## config.mk

```make
export PLATFORM = sky130hd
export DESIGN_NAME = disp_mux_scan
export DESIGN_NICKNAME = d
export VERILOG_FILES = /design/src/rtl/disp_mux_scan.sv
export SDC_FILE = /design/constraint.sdc
export NUM_CORES = 1
export LEC_CHECK = 0
export CAP_MARGIN = 20
export CORE_ASPECT_RATIO = 2
export CORE_MARGIN = 10
export CORE_UTILIZATION = 40
export DETAILED_ROUTE_END_ITERATION = 10
export HOLD_SLACK_MARGIN = 0.05
export PLACE_DENSITY = 0.86
export SYNTH_ARGS = -nofsm -noshare
export SYNTH_HDL_FRONTEND = slang
export SYNTH_SLANG_ARGS = --single-unit
```

## constraint.sdc

```tcl
create_clock -name clk -period 6.07 [get_ports clk]
set_input_delay 1.214 -clock clk [delete_from_list [all_inputs] [get_ports clk]]
set_output_delay 1.214 -clock clk [all_outputs]
set_load 0.01 [all_outputs]
```

## src/rtl/disp_mux_scan.sv

```systemverilog
// ---------------------------------------------------------------------------
// disp_mux_scan
//
// Registered N-channel display source selector. One of NUM_CH packed source
// channels is selected, zero-extended to OUT_W and driven onto the display
// bus one clock after the inputs are sampled. There are three modes:
// manual select, round-robin scan with a DWELL-cycle dwell per channel, and
// freeze.
//
// Optional feature macro: DISP_BLINK_EN
//   When defined, a free-running blink timer toggles a phase every
//   BLINK_CYCLES cycles. While in_blink is high and the phase is 1, out_mux
//   is blanked to zero. out_ch and out_upd are never affected by blinking.
//   When undefined, no blink logic is built and in_blink is ignored.
//
// Ports
//   clk        in   1                 sole clock, rising edge
//   reset      in   1                 synchronous, active-high
//   in_data    in   NUM_CH*DATA_W     channel k at [k*DATA_W +: DATA_W]
//   in_sel     in   SEL_W             manual channel select
//   in_mode    in   1                 0 = manual, 1 = scan
//   in_freeze  in   1                 hold the display
//   in_blink   in   1                 blink request (DISP_BLINK_EN only)
//   out_mux    out  OUT_W             registered display value
//   out_ch     out  SEL_W             channel currently shown
//   out_upd    out  1                 one-cycle pulse when out_ch changes
//
// State table
//   state  | meaning
//   -------+-------------------------------------------------------------
//   MANUAL | channel follows in_sel (out-of-range select holds), dwell = 0
//   SCAN   | dwell counter runs, channel advances every DWELL cycles
//   FROZEN | display, channel and dwell count held, no update pulses
// ---------------------------------------------------------------------------
module disp_mux_scan #(
    parameter int NUM_CH       = 4,
    parameter int DATA_W       = 16,
    parameter int OUT_W        = 16,
    parameter int DWELL        = 8,
    parameter int BLINK_CYCLES = 4,
    localparam int SEL_W       = (NUM_CH > 1) ? $clog2(NUM_CH) : 1
) (
    input  logic                     clk,
    input  logic                     reset,
    input  logic [NUM_CH*DATA_W-1:0] in_data,
    input  logic [SEL_W-1:0]         in_sel,
    input  logic                     in_mode,
    input  logic                     in_freeze,
    input  logic                     in_blink,
    output logic [OUT_W-1:0]         out_mux,
    output logic [SEL_W-1:0]         out_ch,
    output logic                     out_upd
);

    localparam int DW_W = (DWELL > 1) ? $clog2(DWELL) : 1;

    localparam logic [DW_W-1:0]  LAST_DWELL = DW_W'(DWELL - 1);
    localparam logic [SEL_W-1:0] LAST_CH    = SEL_W'(NUM_CH - 1);
    localparam logic [SEL_W:0]   NUM_CH_EXT = (SEL_W + 1)'(NUM_CH);

    typedef enum logic [1:0] {
        MANUAL = 2'd0,
        SCAN   = 2'd1,
        FROZEN = 2'd2
    } dispState_t;

    dispState_t state;
    logic [DW_W-1:0] dwellCnt;

    logic [DATA_W-1:0] chan [NUM_CH];
    logic [DW_W-1:0]   scanCnt;
    logic              scanWrap;
    logic              selValid;
    logic [SEL_W-1:0]  manualCh;
    logic [SEL_W-1:0]  scanCh;
    logic [SEL_W-1:0]  nextCh;
    logic [DW_W-1:0]   nextCnt;
    logic [DATA_W-1:0] chData;
    logic [OUT_W-1:0]  nextVal;

    always_comb begin
        for (int k = 0; k < NUM_CH; k++) begin
            chan[k] = in_data[k*DATA_W +: DATA_W];
        end
    end

    always_comb begin
        // MANUAL always parks the dwell count at zero, so entering SCAN from
        // MANUAL starts a fresh dwell; leaving FROZEN keeps the held count.
        scanCnt  = (state == MANUAL) ? '0 : dwellCnt;
        scanWrap = (scanCnt == LAST_DWELL);

        selValid = ({1'b0, in_sel} < NUM_CH_EXT);
        manualCh = selValid ? in_sel : out_ch;

        scanCh = out_ch;
        if (scanWrap) begin
            scanCh = (out_ch == LAST_CH) ? '0 : out_ch + 1'b1;
        end

        nextCh  = in_mode ? scanCh : manualCh;
        nextCnt = '0;
        if (in_mode) begin
            nextCnt = scanWrap ? '0 : scanCnt + 1'b1;
        end

        chData  = chan[nextCh];
        nextVal = '0;
        nextVal[DATA_W-1:0] = chData;
    end

`ifdef DISP_BLINK_EN
    localparam int BC_W = (BLINK_CYCLES > 1) ? $clog2(BLINK_CYCLES) : 1;
    localparam logic [BC_W-1:0] LAST_BLINK = BC_W'(BLINK_CYCLES - 1);

    logic [BC_W-1:0]  blinkCnt;
    logic             blinkPhase;
    logic [OUT_W-1:0] heldVal;
    logic             blank;

    // Blanking uses the phase present at the sampling edge, so the first
    // BLINK_CYCLES displayed values after reset are shown unblanked.
    assign blank = in_blink & blinkPhase;
`else
    logic unusedBlink;
    localparam int unusedBlinkCycles = BLINK_CYCLES;
    assign unusedBlink = in_blink;
`endif

    always_ff @(posedge clk) begin
        if (reset) begin
            state    <= MANUAL;
            dwellCnt <= '0;
            out_mux  <= '0;
            out_ch   <= '0;
            out_upd  <= 1'b0;
`ifdef DISP_BLINK_EN
            blinkCnt   <= '0;
            blinkPhase <= 1'b0;
            heldVal    <= '0;
`endif
        end else begin
`ifdef DISP_BLINK_EN
            // The blink timer keeps running while frozen.
            if (blinkCnt == LAST_BLINK) begin
                blinkCnt   <= '0;
                blinkPhase <= ~blinkPhase;
            end else begin
                blinkCnt <= blinkCnt + 1'b1;
            end
`endif
            if (in_freeze) begin
                state   <= FROZEN;
                out_upd <= 1'b0;
`ifdef DISP_BLINK_EN
                // The unblanked value is kept separately so a freeze taken
                // during a blanked phase still shows the held value later.
                out_mux <= blank ? '0 : heldVal;
`endif
            end else begin
                state    <= in_mode ? SCAN : MANUAL;
                dwellCnt <= nextCnt;
                out_ch   <= nextCh;
                out_upd  <= (nextCh != out_ch);
`ifdef DISP_BLINK_EN
                heldVal <= nextVal;
                out_mux <= blank ? '0 : nextVal;
`else
                out_mux <= nextVal;
`endif
            end
        end
    end

endmodule
```

# Word-level counts from Yosys, hierarchy flattened
# Index checks and enable logic that the tools add are counted.
op_classes:
  order_cmp: 1
  n_mux: 11
  div_mod_pow: 0
  n_reduce_logical: 2
  n_eq_ne: 3
  add_sub_neg: 2
  shifts: 0
  bitwise: 1
  n_mul: 0
op_table:
  columns: ["cell", "count"]
  rows:
  - ["16-bit binary-select mux with 2-bit select", 1]
  - ["16-bit 2-to-1 mux", 2]
  - ["3-bit 2-to-1 mux", 3]
  - ["2-bit 2-to-1 mux", 4]
  - ["3-bit by 1-bit adder with 3-bit output (second input constant)", 1]
  - ["3-bit equality test (second input constant)", 1]
  - ["3-bit >= comparator (second input constant)", 1]
  - ["2-bit NOT with 3-bit output", 1]
  - ["2-bit by 1-bit adder with 2-bit output (second input constant)", 1]
  - ["2-bit equality test (second input constant)", 1]
  - ["2-bit logical NOT", 1]
  - ["2-bit inequality test", 1]
  - ["2-bit OR reduction", 1]
  - ["1-bit 2-to-1 mux", 1]
word_totals:
  ram_bits: 0
  out_inout_bits: 19
  latchBits: 0
  mem_bits_ro: 0
  reg_bits: 24
  n_memories: 0

# Depth between registers and ports, before layout
# Gate-level depths: netlist of the first run.
depth:
  depth_word: 9
  depth_mapped: 10

# Worst setup path after synthesis of the first run
# OpenSTA, ideal clock, no wires.
synth_timing:
  path_type: "input to register"
  startpoint: "in in_mode"
  endpoint: "reg out_mux[0]"
  arrival_time_ns: 2.264
  path_stages: 5
  slack_ns: 3.679
  required_time_ns: 5.942
  path_cell_list: "buf_4 mux2i_4 buf_6 mux2i_1 o221ai_2"
synth_between:
  elab_chain_cells: 5
synth_rtl:
  columns: ["element", "line_no", "text"]
  rows:
  - ["start: declaration", "47", "input logic in_mode,"]
  - ["2-bit 2-to-1 mux", "101", "nextCh = in_mode ? scanCh : manualCh;"]
  - ["2-bit NOT with 3-bit output (implied by the code)", "107", "chData = chan[nextCh];"]
  - ["16-bit binary-select mux with 2-bit select", "107", null]
  - ["16-bit 2-to-1 mux (implied by the code) (2 in series)", "107", null]
  - ["end signal: assignment", "169", "out_mux <= nextVal;"]
  - ["end: declaration", "50", "output logic [OUT_W-1:0] out_mux,"]
# Every way passes these cells. The select of a mux whose other input is x is not followed.
# A chain may end at the register's enable or synchronous reset.

# Worst setup path after layout of the first run
layout_timing:
  startpoint: "in in_mode"
  endpoint: "reg out_mux[11]"
# Same word-level chain as after synthesis.

==> impl_metrics.env, run 1 <==
export IMPL_status="finished, final reports clean"
export IMPL_fin_area_sq_um=2332
export IMPL_slowest_delay_ns=0.66
export IMPL_cts_root_buf="clkbuf_8"
export IMPL_avgRoutedWirePerCell_um=17.64
export IMPL_synth_edf_count=0
export IMPL_grt_max_degree=35
export IMPL_netlist_instances=133
export IMPL_drt_iter0_markers=12
export IMPL_critPathLaunchType="input port"
export IMPL_ys_top_cells_by_count="mux2i_1, dfxtp_1, nand2_1"
export IMPL_die_y_um=104.8
export IMPL_ioPinCount=90
export IMPL_place_congestion=0.7832
export IMPL_synth_area_leaders="dfxtp_1, mux2i_1, o221ai_2"
export IMPL_syn_avg_cell_area_sq_um=10.82
export IMPL_timing_rr_end="out_mux[5]"
export IMPL_cts_resized=0
export IMPL_hold_depth=2
export IMPL_worstHoldPathType="flip-flop to flip-flop"
export IMPL_dp_hpwl_um=3995
export IMPL_muxShareOfSynthArea_pct=24.87
export IMPL_reg2reg_depth=8
export IMPL_synth_top_family_by_area="multiplexers"
export IMPL_post_cts_buffers=0
export IMPL_ir_drop_uv=111.2
export IMPL_seq_area_frac_synth_pct=33.39
export IMPL_clk_pin_slew_ns=0.08
export IMPL_synth_warnings=0
export IMPL_synth_fp_nets=207
export IMPL_drv_cap=0
export IMPL_io_buffers=88
export IMPL_worstHoldStart="out_mux[15]"
export IMPL_final_period_utilization_pct=49.13
export IMPL_endpoint_kind="flip-flop"
export IMPL_dr_pass1_iters=2
export IMPL_grt_pass1_wl_um=7686
export IMPL_setup_viol=0
export IMPL_hold_buffers=0
export IMPL_synth_xor_area_share_pct=0.6087
export IMPL_reg2reg_slack_ns=3.42
export IMPL_multiInputGateArea_sq_um=850.8
export IMPL_critical_path_top_delay_family="buffers and inverters"
export IMPL_slew_headroom_pct=44.15
export IMPL_seq_area_sq_um=480.5
export IMPL_antenna_found_initial=0
export IMPL_rsz0062_at_grt="false"
export IMPL_post_synth_num_cell_types=29
export IMPL_grt_overflow=0
export IMPL_finalClockSkew_ns=0.008626
export IMPL_track_usage_pct=14.13
export IMPL_ant_nets=0
export IMPL_fillCellCount=255
export IMPL_numCtsBuffers=3
export IMPL_drc_errors=0
export IMPL_drive_gt1_share_pct=9.217
export IMPL_dr_total_vias=1358
export IMPL_fmax_mhz=335.3
export IMPL_insertion_delay_ns=0.26
export IMPL_finalNetCount=293
export IMPL_cts_tree="built"
export IMPL_fin_tns_setup_ns=0
export IMPL_clk_path_buf_depth=2
export IMPL_dieArea_sq_um=6542
export IMPL_cp_arrival_ns=3.09
export IMPL_start_util_pct=42.12
export IMPL_path_max_fanout=34
export IMPL_grt_pass1_vias=1626
export IMPL_fin_crit_ns=2.982
export IMPL_slowest_stage="clkdlybuf4s50_1"
export IMPL_synth_main_ff_cell="dfxtp_1"
export IMPL_yosysMostFrequentCell="mux2i_1"
export IMPL_async_flop_share_pct=0
export IMPL_leakagePower_uw=0.0009880
export IMPL_slew_viol_final=0
export IMPL_tightest_slew_ns=0.8377
export IMPL_yosys_area_share_simple_pct=11.04
export IMPL_total_power_uw=395.5
export IMPL_dpl_cell_area_sq_um=2291
export IMPL_core_area_sq_um=3416
export IMPL_ys_ff_latch=24
export IMPL_required_ns=6.18
export IMPL_diodes=0
export IMPL_die_w_um=62.41
export IMPL_yosysTopAreaCell="dfxtp_1"
export IMPL_power_density_nw_per_um2=169.6
export IMPL_regToRegStartpoint="state[0]"
export IMPL_viasPerCell=5.125
export IMPL_worstSetupPathType="input port to flip-flop"
export IMPL_path_cells="clkdlybuf4s50_1 > mux2i_4 > buf_4 > mux2i_1 > o221ai_2"
export IMPL_htreeDepth=1
export IMPL_postRouteWirelength_um=4674
export IMPL_stdcell_count=265
export IMPL_synth_compound_area_share_pct=20.00
export IMPL_hold_viol=0
export IMPL_area_growth_pct=62.09
export IMPL_syn_area_sq_um=1439
export IMPL_crit_buf_inv=2
export IMPL_rows=30
export IMPL_synth_adder_area_share_pct=2.609
export IMPL_min_to="out_mux[15]"
export IMPL_cts_sinks=24
export IMPL_dp_cells=262
export IMPL_synth_top_area_share_pct=33.39
area by class of cell:
| cell class | count | area share [%] |
|---|---|---|
| clock buffer | 3 | 1.770 |
| inverter | 1 | 0.1609 |
| multi-input combinational | 99 | 36.48 |
| sequential | 24 | 20.60 |
| tap | 48 | 2.575 |
| timing repair buffer | 90 | 38.41 |
placed cells by master (no fill, tap or decap):
cell / instances
and2b_2: 1
xor2_1: 1
mux2_4: 1
a21boi_0: 1
mux2i_4: 1
ha_1: 3
o21ai_0: 3
o21bai_1: 1
o221ai_2: 10
and4bb_2: 1
inv_1: 1
nand2_1: 18
o21a_1: 1
a21oi_1: 3
clkbuf_8: 3
or2b_2: 1
buf_4: 2
or3b_1: 1
dfxtp_1: 24
o221ai_1: 6
nand2b_1: 1
and2_1: 1
mux2i_1: 32
clkdlybuf4s50_1: 88
a31oi_1: 1
nor2b_1: 4
a22o_1: 3
nor2_1: 4
power breakdown:
| group | internal [uW] | switching [uW] | total [uW] |
|---|---|---|---|
| Combinational | 81.1 | 48.2 | 129 |
| Clock | 44.2 | 45.8 | 90.0 |
| Sequential | 169 | 7.02 | 176 |
flip-flops by register name, summed over array words and instances, names as in the netlist:
signal and cells:
state 2, dwellCnt 3, out_ch 2, out_upd 1
out_mux 16
how the worst max path moves through the flow:
stage	from	end	slack [ns]	cells past startpoint
detailed placement	in_mode	out_mux[7]	2.82	5
finish	in_mode	out_mux[11]	3.09	5
global placement	in_mode	out_mux[7]	2.89	5
floorplan	in_mode	out_mux[0]	3.68	5
global route	in_mode	out_mux[8]	2.96	5
CTS	in_mode	out_mux[7]	3.09	5
routing by layer:
layer	global-route usage, %	part of all wire [%]
met4	3.859	0.88
met2	25.22	51
met3	7.701	12
met5	0	0
met1	13.59	37
worst min-delay path, cell delays in order (launching register included):
cell      delay [ns]
dfxtp_1         0.34
nand2_1         0.05
o221ai_1        0.05
per-stage QoR:
stage,setup slack [ns],hold WS [ns],utilization (%)
finish,3.088,0.4718,68.28
global route,2.963,0.4995,68.28
CTS,3.093,0.4754,68.28
detailed placement,2.817,0.4481,67.07
global placement,2.887,0.4490,67.07
floorplan,3.679,0.4409,-
cells by family after synthesis:
| logic type | Yosys count |
|---|---|
| XOR/XNOR | 1 |
| AND/OR/NAND/NOR | 32 |
| buffers and inverters | 10 |
| multiplexers | 34 |
| adder cells (fa/ha/maj) | 3 |
| AO/OA/AOI/OAI | 29 |
| flip-flops | 24 |
Power figures use the tool's default switching activity.
==> run 2, diff against run 1 <==
Settings changed: CORE_UTILIZATION 40 to 33, PLACE_DENSITY 0.86 to 0.76.
Clock period 6.07 ns to 2.6 ns, I/O delays scaled along.
==> run 2 against run 1 <==
Largest cell class unchanged. Setup slack got worse by 2.9 ns. Final cell count increased by 4.9%. Worst hold slack got worse by 0.0026 ns. Flip-flop and latch count unchanged. Via count decreased by 1.6%. Die area increased by 16%. Utilization decreased by 12 points. Wire length increased by 0.49%. Non-clock buffer count increased by 6. Clock skew decreased by 0.0066 ns. Sequential power increased by 130%. Global-route usage decreased by 1.8 points.
==> impl_metrics.env, run 2 (synthesis gave the netlist of run 1 again) <==
export IMPL_finalClockSkew_ns=0.002039
export IMPL_finalNetCount=299
export IMPL_worstHoldPathType="flip-flop to flip-flop"
export IMPL_timing_rr_end="out_mux[0]"
export IMPL_min_to="out_mux[6]"
export IMPL_path_common_cell="ha_1"
export IMPL_drt_iter0_markers=82
export IMPL_fmax_mhz=422.8
export IMPL_reg2reg_depth=9
export IMPL_grt_pass1_vias=1507
export IMPL_ioPinCount=90
export IMPL_status="finished, final reports clean"
export IMPL_fin_tns_setup_ns=0
export IMPL_insertion_delay_ns=0.26
export IMPL_reg2reg_slack_ns=0.23
export IMPL_largest_register="out_mux"
export IMPL_fin_crit_ns=2.365
export IMPL_path_cells="o21ai_0 > inv_1 > ha_1 > ha_1 > mux2_4 > mux2i_4 > buf_4 > mux2i_1 > o221ai_2"
export IMPL_worstSetupPathType="flip-flop to flip-flop"
export IMPL_rows=34
export IMPL_setup_viol=0
export IMPL_largest_register_ff_count=16
export IMPL_cts_resized=0
export IMPL_combPwrFrac_pct=31.8
export IMPL_slew_headroom_pct=77.64
export IMPL_dr_total_vias=1336
export IMPL_cts_sinks=24
export IMPL_path_max_fanout=14
export IMPL_ir_drop_uv=282.1
export IMPL_rsz0062_at_grt="false"
export IMPL_clk_path_buf_depth=2
export IMPL_antenna_found_initial=0
export IMPL_viasPerCell=4.806
export IMPL_die_w_um=66.69
export IMPL_endpoint_kind="flip-flop"
export IMPL_ant_nets=0
export IMPL_hold_buffers=0
export IMPL_postRouteWirelength_um=4697
export IMPL_final_common_cell="clkdlybuf4s50_1"
export IMPL_cp_arrival_ns=2.52
export IMPL_critPathLaunchType="flip-flop"
export IMPL_numCtsBuffers=3
export IMPL_drv_cap=0
export IMPL_hold_depth=2
export IMPL_reg_top3="out_mux x16, dwellCnt x3"
export IMPL_avgRoutedWirePerCell_um=16.90
export IMPL_area_growth_pct=67.57
export IMPL_fillCellCount=392
export IMPL_final_period_utilization_pct=90.97
export IMPL_leakagePower_uw=0.001028
export IMPL_start_util_pct=33.49
export IMPL_place_congestion=0.7550
export IMPL_htreeDepth=1
export IMPL_diodes=0
export IMPL_slowest_delay_ns=0.33
export IMPL_track_usage_pct=12.36
export IMPL_core_area_sq_um=4297
export IMPL_hold_viol=0
export IMPL_power_density_nw_per_um2=403.1
export IMPL_clk_pin_slew_ns=0.08
export IMPL_required_ns=2.75
export IMPL_io_buffers=88
export IMPL_tightest_slew_ns=0.3346
export IMPL_dp_hpwl_um=3939
export IMPL_fin_hold_ws_ns=0.4691
export IMPL_p_seq_share_pct=42.2
export IMPL_dr_pass1_iters=4
export IMPL_worstHoldStart="out_mux[6]"
export IMPL_die_y_um=113.4
export IMPL_drc_errors=0
export IMPL_regToRegStartpoint="state[1]"
export IMPL_p_int_uw=727.1
export IMPL_grt_max_degree=21
export IMPL_cts_root_buf="clkbuf_8"
export IMPL_slowest_stage="mux2_4"
export IMPL_drive_gt1_share_pct=12.05
export IMPL_critical_path_top_delay_family="multiplexers"
export IMPL_pwr_share_clk_pct=26.1
export IMPL_crit_buf_inv=2
export IMPL_swShare_pct=25.20
export IMPL_grt_pass1_wl_um=7424
export IMPL_fin_ws_ns=0.2348
export IMPL_post_cts_buffers=0
export IMPL_switchingPower_uw=245.0
export IMPL_slew_viol_final=0
export IMPL_cts_tree="built"
export IMPL_total_power_uw=972.0
export IMPL_dieArea_sq_um=7561
export IMPL_grt_overflow=0
export IMPL_post_place_ws_ns=0.2435
export IMPL_final_cell_mix="clkdlybuf4s50_1, mux2i_1, dfxtp_1, nand2_1, o221ai_2"
run 2: cell types whose count changed in the layout (fill, tap and decap cells not counted), sizes merged:
cell | before | now
clkbuf | 3 | 4
buf | 2 | 8
run 2: per-stage QoR:
stage	util, %	cells	cell area (sq um)
after floorplan	-	133	1439
after global placement	54.83	274	2356
after detailed placement	54.83	274	2356
after CTS	56.12	278	2411
after global routing	56.12	278	2411
final	56.12	278	2411
run 2: power by group through the flow:
| stage | registers, uW | logic, uW | clock network, uW |
|---|---|---|---|
| 2_1_floorplan | 428 | 127 | 0 |
| 3_3_place_gp | 417 | 310 | 0 |
| 3_5_place_dp | 418 | 313 | 0 |
| 4_1_cts | 410 | 314 | 262 |
| 5_1_grt | 414 | 333 | 273 |
| 6_report | 410 | 309 | 253 |
run 2: worst max-delay path by stage:
| stage | to | depth (start not counted) | from | slack (ns) |
|---|---|---|---|---|
| 2_1_floorplan | out_mux[0] | 9 | state[1] | 0.36 |
| 3_3_place_gp | out_mux[1] | 5 | in_mode | 0.27 |
| 3_5_place_dp | out_mux[0] | 9 | state[1] | 0.24 |
| 4_1_cts | out_mux[8] | 9 | state[1] | 0.23 |
| 5_1_grt | out_mux[8] | 9 | state[1] | 0.0002 |
| 6_report | out_mux[0] | 9 | state[1] | 0.23 |
run 2: layout make-up:
cell class,count,area (sq um),area share (%)
flip-flops and latches,24,480.5,19.93
well taps,54,67.56,2.802
repair buffers,96,953.4,39.54
clock buffers,4,55.05,2.283
inverters,1,3.754,0.1557
multi-input cells,99,850.8,35.29
run 2: per-layer routing:
layer	global-route usage [%]	part of all wire [%]	vias up	routed length (um)
li1	-	-	679	-
met1	12.12	34	618	1607
met2	23.73	59	37	2770
met3	2.554	5.7	2	269
met4	4.219	1.1	0	51
met5	0	0	-	0
run 2: tightest hold or removal path: cells and delay by family (launching register included):
| kind | cells | cell delay [ns] |
|---|---|---|
| AO/OA/AOI/OAI | 1 | 0.06 |
| flip-flops | 1 | 0.33 |
| AND/OR/NAND/NOR | 1 | 0.05 |
==> run 3, diff against run 2 <==
Settings changed: CELL_PAD_IN_SITES_DETAIL_PLACEMENT set to 1, CELL_PAD_IN_SITES_GLOBAL_PLACEMENT set to 2, CORE_ASPECT_RATIO 2 to 1.2, CORE_UTILIZATION 33 to 18, PLACE_DENSITY 0.76 to not set, PLACE_DENSITY_LB_ADDON set to 0.1.
==> run 3 against run 2 <==
Sequential power is essentially flat. Cell area grew 2.8%. Flip-flop and latch count is the same. Highest routed layer unchanged. Via count grew 3.3%. Largest power group unchanged. Clock-buffer cell count is the same. Power grew 2.2%. Register-to-register slack gained 0.03 ns.
==> impl_metrics.env, run 3 (synthesis gave the netlist of run 1 again) <==
export IMPL_grt_pass1_wl_um=8549
export IMPL_swShare_pct=26.30
export IMPL_io_buffers=88
export IMPL_cts_root_buf="clkbuf_8"
export IMPL_tightest_slew_ns=0.3283
export IMPL_diodes=0
export IMPL_drv_cap=0
export IMPL_fillCellCount=876
export IMPL_hold_viol=0
export IMPL_leakagePower_uw=0.001036
export IMPL_setup_viol=0
export IMPL_largest_register_ff_count=16
export IMPL_slew_viol_final=0
export IMPL_ir_drop_uv=234.4
export IMPL_core_area_sq_um=7751
export IMPL_worstSetupPathType="flip-flop to flip-flop"
export IMPL_insertion_delay_ns=0.27
export IMPL_numCtsBuffers=3
export IMPL_drt_iter0_markers=15
export IMPL_combPwrFrac_pct=32.1
export IMPL_p_seq_share_pct=41.4
export IMPL_ioPinCount=90
export IMPL_required_ns=2.76
export IMPL_avgRoutedWirePerCell_um=17.48
export IMPL_slew_headroom_pct=78.04
export IMPL_total_power_uw=993.6
export IMPL_seq_area_sq_um=480.5
export IMPL_status="finished, final reports clean"
export IMPL_dr_total_vias=1380
export IMPL_dieArea_sq_um=11980
export IMPL_multiInputGateArea_sq_um=853.3
export IMPL_finalClockSkew_ns=0.002455
export IMPL_finalNetCount=299
export IMPL_grt_pass1_vias=1651
export IMPL_area_growth_pct=72.26
export IMPL_dp_hpwl_um=4401
export IMPL_critPathLaunchType="flip-flop"
export IMPL_place_congestion=0.7063
export IMPL_die_y_um=117.9
export IMPL_reg_top3="out_mux x16, dwellCnt x3"
export IMPL_fmax_mhz=428.5
export IMPL_drc_errors=0
export IMPL_largest_register="out_mux"
export IMPL_drive_gt1_share_pct=12.50
export IMPL_cp_arrival_ns=2.49
export IMPL_cts_sinks=24
export IMPL_ant_nets=0
export IMPL_cts_tree="built"
export IMPL_fin_tns_setup_ns=0
export IMPL_worstHoldStart="out_mux[4]"
export IMPL_final_period_utilization_pct=89.77
export IMPL_regToRegStartpoint="state[1]"
export IMPL_path_max_fanout=15
export IMPL_die_w_um=101.6
export IMPL_grt_overflow=0
export IMPL_clk_pin_slew_ns=0.09
export IMPL_worstHoldPathType="flip-flop to flip-flop"
export IMPL_grt_max_degree=31
export IMPL_post_place_ws_ns=0.1966
export IMPL_start_util_pct=18.56
export IMPL_fin_crit_ns=2.334
export IMPL_track_usage_pct=9.005
export IMPL_rsz0062_at_grt="false"
export IMPL_endpoint_kind="flip-flop"
export IMPL_rows=35
export IMPL_p_int_uw=732.2
export IMPL_clk_path_buf_depth=2
export IMPL_final_cell_mix="clkdlybuf4s50_1, mux2i_1, dfxtp_1, nand2_1, o221ai_2"
export IMPL_fin_ws_ns=0.2660
export IMPL_final_common_cell="clkdlybuf4s50_1"
export IMPL_htreeDepth=1
export IMPL_antenna_found_initial=0
export IMPL_postRouteWirelength_um=5525
export IMPL_dr_pass1_iters=2
export IMPL_fin_hold_ws_ns=0.4784
export IMPL_viasPerCell=4.367
export IMPL_pwr_share_clk_pct=26.6
export IMPL_switchingPower_uw=261.4
export IMPL_crit_start="state[1]"
export IMPL_power_density_nw_per_um2=400.9
[run 3: timing repair]
| item | CTS | global route |
|---|---|---|
| hold buffers | 0 | 0 |
| gates resized for setup | 0 | 1 |
| setup endpoints to repair | 0 | 3 |
| buffers inserted | 0 | 0 |
[run 3: worst max-delay path: stages (launching register included)]
cell and delay [ns]:
dfxtp_1 0.32, o21ai_1 0.17, inv_1 0.07, ha_1 0.20
ha_1 0.25, mux2_4 0.33, mux2i_4 0.26, clkbuf_16 0.26
mux2i_1 0.25, o221ai_2 0.11
[run 3: final cells by class]
class                   count  share of cell area [%]
clock buffers               4                   2.221
well taps                  92                   4.644
multi-input cells          99                   34.43
inverters                   1                  0.1514
flip-flops and latches     24                   19.38
repair buffers             96                   39.17
[run 3: power by group through the flow]
| stage | logic [uW] | registers [uW] | clock network [uW] |
|---|---|---|---|
| floorplan | 127 | 428 | 0 |
| global placement | 313 | 417 | 0 |
| detailed placement | 319 | 419 | 0 |
| CTS | 319 | 411 | 283 |
| global route | 345 | 416 | 293 |
| finish | 319 | 411 | 264 |
[run 3: path summary, 6_finish.rpt]
| check | endpoint | slack (ns) | cells past startpoint |
|---|---|---|---|
| setup / recovery | out_mux[12] | 0.27 | 9 |
| setup reg to reg | out_mux[12] | 0.27 | 9 |
| hold / removal | out_mux[4] | 0.48 | 2 |
| hold reg to reg | out_mux[4] | 0.48 | 2 |
[run 3: per-layer routing]
| metal | vias to the layer above | global-route usage [%] | share of wire [%] |
|---|---|---|---|
| li1 | 680 | - | - |
| met1 | 638 | 8.915 | 37 |
| met2 | 58 | 15.95 | 51 |
| met3 | 4 | 4.698 | 11 |
| met4 | 0 | 2.151 | 0.92 |
| met5 | - | 0 | 0 |
[run 3: metrics by stage]
| stage | util, % | std cells | cell area, sq um |
|---|---|---|---|
| after floorplan | - | 133 | 1439 |
| after global placement | 30.94 | 311 | 2399 |
| after detailed placement | 30.94 | 311 | 2399 |
| after CTS | 31.65 | 315 | 2454 |
| after global routing | 31.98 | 316 | 2479 |
| final | 31.98 | 316 | 2479 |
